--- config.mk ---
export PLATFORM = sky130hd
export DESIGN_NAME = reg_file_sb
export DESIGN_NICKNAME = d
export VERILOG_FILES = /design/src/rtl/reg_file_sb_pkg.sv /design/src/rtl/reg_file_sb_scoreboard.sv /design/src/rtl/reg_file_sb.sv
export SDC_FILE = /design/constraint.sdc
export NUM_CORES = 1
export LEC_CHECK = 0
export ABC_AREA = 1
export BUFFER_PORTS_ARGS = -buffer_cell sky130_fd_sc_hd__buf_2
export CAP_MARGIN = 30
export CELL_PAD_IN_SITES_DETAIL_PLACEMENT = 0
export CELL_PAD_IN_SITES_GLOBAL_PLACEMENT = 1
export CORE_MARGIN = 3
export CORE_UTILIZATION = 48
export CTS_BUF_LIST = sky130_fd_sc_hd__clkbuf_4
export CTS_CLUSTER_SIZE = 12
export DETAILED_ROUTE_END_ITERATION = 7
export HOLD_SLACK_MARGIN = 0.15
export PLACE_DENSITY = 0.93
export SETUP_SLACK_MARGIN = 0.05
export SYNTH_ARGS = -nofsm -noshare
export SYNTH_HDL_FRONTEND = slang
export SYNTH_SLANG_ARGS = --single-unit
export TNS_END_PERCENT = 50
--- constraint.sdc ---
create_clock -name i_clk -period 2.5 [get_ports i_clk]
set_input_delay 0.125 -clock i_clk [delete_from_list [all_inputs] [get_ports i_clk]]
set_output_delay 0.125 -clock i_clk [all_outputs]
set_load 0.02 [all_outputs]
--- src/rtl/reg_file_sb_pkg.sv ---
// reg_file_sb_pkg: shared defaults and write-port priority for the register file
package reg_file_sb_pkg;
  localparam int DEF_DATA_W   = 16;
  localparam int DEF_NUM_REGS = 16;
  typedef enum logic {WP_WA, WP_WM} wr_port_e;
  localparam wr_port_e WR_PRIO = WP_WM;
endpackage

--- src/rtl/reg_file_sb_scoreboard.sv ---
// reg_file_sb_scoreboard: per-register pending-write bits with busy lookup for two read ports
module reg_file_sb_scoreboard
  import reg_file_sb_pkg::*;
#(
  parameter int NUM_REGS = DEF_NUM_REGS,
  parameter int ADDR_W   = $clog2(NUM_REGS)
) (
  input  logic                i_clk,
  input  logic                i_reset,
  input  logic                i_set,
  input  logic [ADDR_W-1:0]   i_set_addr,
  input  logic                i_clr_a,
  input  logic [ADDR_W-1:0]   i_clr_a_addr,
  input  logic                i_clr_b,
  input  logic [ADDR_W-1:0]   i_clr_b_addr,
  input  logic [ADDR_W-1:0]   i_ra_addr,
  input  logic [ADDR_W-1:0]   i_rb_addr,
  input  logic                i_ra_hide,
  input  logic                i_rb_hide,
  output logic [NUM_REGS-1:0] o_busy_vec,
  output logic                o_ra_busy,
  output logic                o_rb_busy
);
  logic [NUM_REGS-1:0] r_busy;
  logic [NUM_REGS-1:0] w_next;
  // clears from retiring writes first, then a new issue re-marks so set wins
  always_comb begin
    w_next = r_busy;
    for (int i = 0; i < NUM_REGS; i++) begin
      if (i_clr_a && 32'(i_clr_a_addr) == i) w_next[i] = 1'b0;
      if (i_clr_b && 32'(i_clr_b_addr) == i) w_next[i] = 1'b0;
      if (i_set && 32'(i_set_addr) == i) w_next[i] = 1'b1;
    end
  end
  // busy bit register
  always_ff @(posedge i_clk) begin
    if (i_reset) r_busy <= '0;
    else r_busy <= w_next;
  end
  assign o_busy_vec = r_busy;
  assign o_ra_busy  = 32'(i_ra_addr) < NUM_REGS && r_busy[i_ra_addr] && !i_ra_hide;
  assign o_rb_busy  = 32'(i_rb_addr) < NUM_REGS && r_busy[i_rb_addr] && !i_rb_hide;
endmodule

--- src/rtl/reg_file_sb.sv ---
// reg_file_sb: 2-read/2-write register file with optional bypass, zero register and busy scoreboard
module reg_file_sb
  import reg_file_sb_pkg::*;
#(
  parameter int DATA_W   = DEF_DATA_W,
  parameter int NUM_REGS = DEF_NUM_REGS,
  parameter int ADDR_W   = $clog2(NUM_REGS),
  parameter int ZERO_REG = 0,
  parameter int BYPASS   = 1
) (
  input  logic                i_clk,
  input  logic                i_reset,
  input  logic [ADDR_W-1:0]   i_ra_addr,
  output logic [DATA_W-1:0]   o_ra_data,
  output logic                o_ra_busy,
  input  logic [ADDR_W-1:0]   i_rb_addr,
  output logic [DATA_W-1:0]   o_rb_data,
  output logic                o_rb_busy,
  input  logic                i_wa_en,
  input  logic [ADDR_W-1:0]   i_wa_addr,
  input  logic [DATA_W-1:0]   i_wa_data,
  input  logic                i_wm_en,
  input  logic [ADDR_W-1:0]   i_wm_addr,
  input  logic [DATA_W-1:0]   i_wm_data,
  input  logic                i_busy_set,
  input  logic [ADDR_W-1:0]   i_busy_addr,
  output logic [NUM_REGS-1:0] o_busy_vec,
  output logic                o_wr_collision
);
  logic [DATA_W-1:0] r_mem [NUM_REGS];
  logic r_coll;
  logic w_wa_ok, w_wm_ok, w_coll, w_wa_eff, w_wm_eff, w_set;
  logic w_ra_fa, w_ra_fm, w_rb_fa, w_rb_fm;
  // an address is usable when it exists and is not the hardwired zero register
  function automatic logic addr_ok(input logic [ADDR_W-1:0] a);
    return 32'(a) < NUM_REGS && !(ZERO_REG != 0 && a == '0);
  endfunction
  assign w_wa_ok  = i_wa_en && addr_ok(i_wa_addr);
  assign w_wm_ok  = i_wm_en && addr_ok(i_wm_addr);
  assign w_coll   = w_wa_ok && w_wm_ok && i_wa_addr == i_wm_addr;
  assign w_wa_eff = w_wa_ok && !(w_coll && WR_PRIO == WP_WM);
  assign w_wm_eff = w_wm_ok && !(w_coll && WR_PRIO == WP_WA);
  assign w_set    = i_busy_set && addr_ok(i_busy_addr);
  assign w_ra_fa  = BYPASS != 0 && w_wa_eff && i_wa_addr == i_ra_addr;
  assign w_ra_fm  = BYPASS != 0 && w_wm_eff && i_wm_addr == i_ra_addr;
  assign w_rb_fa  = BYPASS != 0 && w_wa_eff && i_wa_addr == i_rb_addr;
  assign w_rb_fm  = BYPASS != 0 && w_wm_eff && i_wm_addr == i_rb_addr;
  // storage update and one-cycle collision flag; colliding writes were already resolved above
  always_ff @(posedge i_clk) begin
    if (i_reset) begin
      for (int i = 0; i < NUM_REGS; i++) r_mem[i] <= '0;
      r_coll <= 1'b0;
    end else begin
      for (int i = 0; i < NUM_REGS; i++) begin
        if (w_wm_eff && 32'(i_wm_addr) == i) r_mem[i] <= i_wm_data;
        else if (w_wa_eff && 32'(i_wa_addr) == i) r_mem[i] <= i_wa_data;
      end
      r_coll <= w_coll;
    end
  end
  // read muxes: unusable address reads 0, otherwise forwarded write data beats the array
  always_comb begin
    o_ra_data = !addr_ok(i_ra_addr) ? '0 : w_ra_fm ? i_wm_data : w_ra_fa ? i_wa_data : r_mem[i_ra_addr];
    o_rb_data = !addr_ok(i_rb_addr) ? '0 : w_rb_fm ? i_wm_data : w_rb_fa ? i_wa_data : r_mem[i_rb_addr];
  end
  assign o_wr_collision = r_coll;
  reg_file_sb_scoreboard #(.NUM_REGS(NUM_REGS), .ADDR_W(ADDR_W)) u_sb (
    .i_clk        (i_clk),
    .i_reset      (i_reset),
    .i_set        (w_set),
    .i_set_addr   (i_busy_addr),
    .i_clr_a      (w_wa_ok),
    .i_clr_a_addr (i_wa_addr),
    .i_clr_b      (w_wm_ok),
    .i_clr_b_addr (i_wm_addr),
    .i_ra_addr    (i_ra_addr),
    .i_rb_addr    (i_rb_addr),
    .i_ra_hide    (w_ra_fa || w_ra_fm),
    .i_rb_hide    (w_rb_fa || w_rb_fm),
    .o_busy_vec   (o_busy_vec),
    .o_ra_busy    (o_ra_busy),
    .o_rb_busy    (o_rb_busy)
  );
endmodule

==> impl_metrics.ini <==
[logic_synthesis]
syn-mean-instance-area_um2 = 7.71
async_reset_ff_share_pct = 0
ys_warn_count = 0
yosysSeqAreaShare_pct = 45.0
synthesis.instances = 2313
synthFlopType = edfxtp_1
syn_area_mm2 = 0.0178
ys_seq_elements = 273
synth-edff-count = 256
ys_types = 30
syn_nets = 2370

[critical_path]
cpLargestDelayFamily = buffers and inverters
crit_top_cell = dlygate4sd3_1
slowest_stage = dlygate4sd3_1
path_class = in2reg
critPathMaxFanout = 32
r2r_start = u_sb.o_busy_vec[12]$_SDFFE_PP0P_
critical_path.cell_chain = dlygate4sd3_1 > buf_2 > nand3_1 > dlygate4sd3_1 > nor3_2 > nand2_1 > nor2_2 > buf_8 > o21ai_0 > dlygate4sd3_1
endpoint_kind = flop
worstReg2RegEnd = u_sb.o_busy_vec[12]$_SDFFE_PP0P_
required_ns = 2.98
cp-start-kind = primary input
path_depth = 10
reg2reg_depth = 3
cpPeakStageDelay_ns = 0.57
cp_data_arrival_time_ns = 2.81
endpoint = r_mem[11][14]$_SDFFCE_PP0P_
crit_start = i_wa_addr[0]
path_buf_inv = 5
ff2ff_setup_slack_ns = 1.11

[timing]
period_minus_slack_ns = 2.33
fmax_ghz = 0.430
max_slew.worst_pin.slew_ns = 0.911
skew_ns = 0
fin_ws_ns = 0.172
finalSetupViolCount = 0
finalHoldViolCount = 0
slew_violations = 0
final.setup.tns_ns = 0
min_period_over_period_pct = 93.1
grt_setup_unrepaired = true
slew_headroom_pct = 39.1

[clocking]
cts_buffer_depth = 3
cts_made_buffers = 75
cts.sinks = 273
clock_latency_ns = 0.74
cts_max_level = 3
clk_pin_slew_ns = 0.07
cts_root_buffer = clkbuf_4
cts_tree = built

[finish]
multi_input_area_mm2 = 0.00793
final_cell_mix = nand2_1 (588), nand3_1 (296), edfxtp_1 (256), inv_1 (240), o211ai_1 (190)
drive_above_1_share_pct = 12.4
fillers = 3330
final-seq-area_mm2 = 0.00803
final_nets = 2522
syn_to_final_growth_pct = 14.9
final_common_cell = nand2_1

[global_route]
grt_pass1_vias = 18208
grt_max_degree = 120
grt_use_total_pct = 34.4
antenna_found_initial = 1
grt_pass1_wl_mm = 103
grt_remaining_overflow = 0

[floorplan]
io_pins = 108
num_rows = 69
dieArea_mm2 = 0.0395
core-area_mm2 = 0.0361
start_util_pct = 49.4
die_h_um = 199
die_w_um = 199

[power]
ir_worst_vdd_v = 0.000281
p_comb_share_pct = 19.7
pwr-share-clk_pct = 33.4
p_leak_nw = 8.28
p_per_area_mw_per_mm2 = 573
pwr-share-seq_pct = 46.9
switching_share_pct = 31.5
internal_power_mw = 8.05
switchingPower_mw = 3.70

[run]
cap_violations = 0

[drt]
drcViolationCount = 0
drt-total-wl_mm = 69.5
vias = 18875
postRouteAntennaNets = 0
drt_iter0_drc = 2518
dr.pass1.iters = 5
routedWlPerCell_um = 23.3
vias_per_cell = 6.34

[placed_design]
gp_congestion = 0.970
portBuffers = 107
dp_slack_ns = 0.450
dp_hpwl_mm = 43.6

[hold_path]
hold_class = in2reg

[outcome]
outcome = completed
==> logic make-up after synthesis <==
logic type	after synthesis	synth area share [%]
AOI/OAI and AO/OA	569	19.8
buffers and inverters	457	10.7
DFF	273	45.0
and+or+nand+nor	1014	24.5
==> sequential cells by signal (all words and copies together) (netlist names) <==
name	count
o_wr_collision	1
u_sb.o_busy_vec	16
r_mem	256
==> Yosys cell counts, types with 2 or more instances <==
cell,number,area (um^2)
a21oi_1,59,295
buf_1,21,78.8
buf_2,80,400
buf_4,7,52.6
buf_6,9,101
clkbuf_1,72,270
clkinv_1,22,82.6
dfxtp_1,17,340
edfxtp_1,256,7690
inv_1,240,901
inv_2,6,22.5
nand2_1,589,2210
nand2_2,2,12.5
nand3_1,296,1480
nand3_2,2,20.0
nand3_4,2,35.0
nand3b_1,5,37.5
nand4_1,34,213
nor2_1,73,274
nor2_4,4,45.0
nor3_1,5,25.0
o211ai_1,190,1430
o21ai_0,121,606
o21ai_1,32,160
o22ai_1,164,1030
==> metrics by stage <==
step           utilization [%]  power, mW  cells  hold slack [ns]  instance area, um^2
3_3_place_gp              51.9       7.71   2761            0.442                18700
3_5_place_dp              51.9       7.76   2761            0.440                18700
5_1_grt                   56.8       12.2   2974            0.224                20500
2_1_floorplan                -       6.94   2313            0.289                17800
6_report                  56.8       11.8   2976            0.201                20500
4_1_cts                   56.6       11.7   2969            0.162                20400
==> power by group through the flow <==
stage	Combinational (mW)	Sequential, mW	Clock [mW]
floorplan	1.37	5.57	0
global placement	2.12	5.58	0
detailed placement	2.16	5.60	0
CTS	2.25	5.50	3.93
global route	2.48	5.53	4.18
finish	2.32	5.51	3.93
==> worst register-to-register path: cells and delay by family (launching register included) <==
kind | cells | cell delay, ns
AO/OA/AOI/OAI | 1 | 0.16
flip-flops | 1 | 0.46
AND/OR/NAND/NOR | 1 | 0.15
buffers and inverters | 1 | 0.56
==> layout make-up <==
cell class / count / share of cell area (%)
Antenna cell: 4 / 0.0488
Clock buffer: 102 / 3.73
Clock inverter: 21 / 0.525
Inverter: 268 / 4.90
Multi-Input combinational cell: 1583 / 38.7
Sequential cell: 273 / 39.1
Tap cell: 461 / 2.81
Timing Repair Buffer: 264 / 10.2
==> worst min-delay path by stage <==
stage,endpoint,cells past startpoint,slack (ns),from
3_5_place_dp,u_sb.o_busy_vec[15]$_SDFFE_PP0P_,3,0.44,i_busy_addr[0]
6_report,u_sb.o_busy_vec[3]$_SDFFE_PP0P_,6,0.20,i_wm_addr[2]
5_1_grt,u_sb.o_busy_vec[10]$_SDFFE_PP0P_,4,0.22,i_wa_addr[1]
2_1_floorplan,u_sb.o_busy_vec[1]$_SDFFE_PP0P_,2,0.29,i_busy_set
3_3_place_gp,u_sb.o_busy_vec[15]$_SDFFE_PP0P_,3,0.44,i_busy_addr[0]
4_1_cts,u_sb.o_busy_vec[3]$_SDFFE_PP0P_,6,0.16,i_wm_addr[2]
==> repair_timing <==
| item | in CTS | in global routing |
|---|---|---|
| hold endpoints to repair | 273 | 0 |
| hold buffers | 85 | 0 |
| buffers inserted | 0 | 3 |
| endpoints found under the setup margin | 0 | 36 |
| resized for setup | 0 | 11 |
==> routing by layer <==
| layer | global-route usage (%) | up-vias | wire (um) |
|---|---|---|---|
| met4 | 21.2 | 0 | 4820 |
| li1 | - | 8458 | - |
| met1 | 42.9 | 8710 | 25200 |
| met3 | 7.93 | 331 | 8000 |
| met5 | 0 | - | 0 |
| met2 | 54.3 | 1376 | 31500 |
Note: power is estimated with default switching activity, not from simulation.
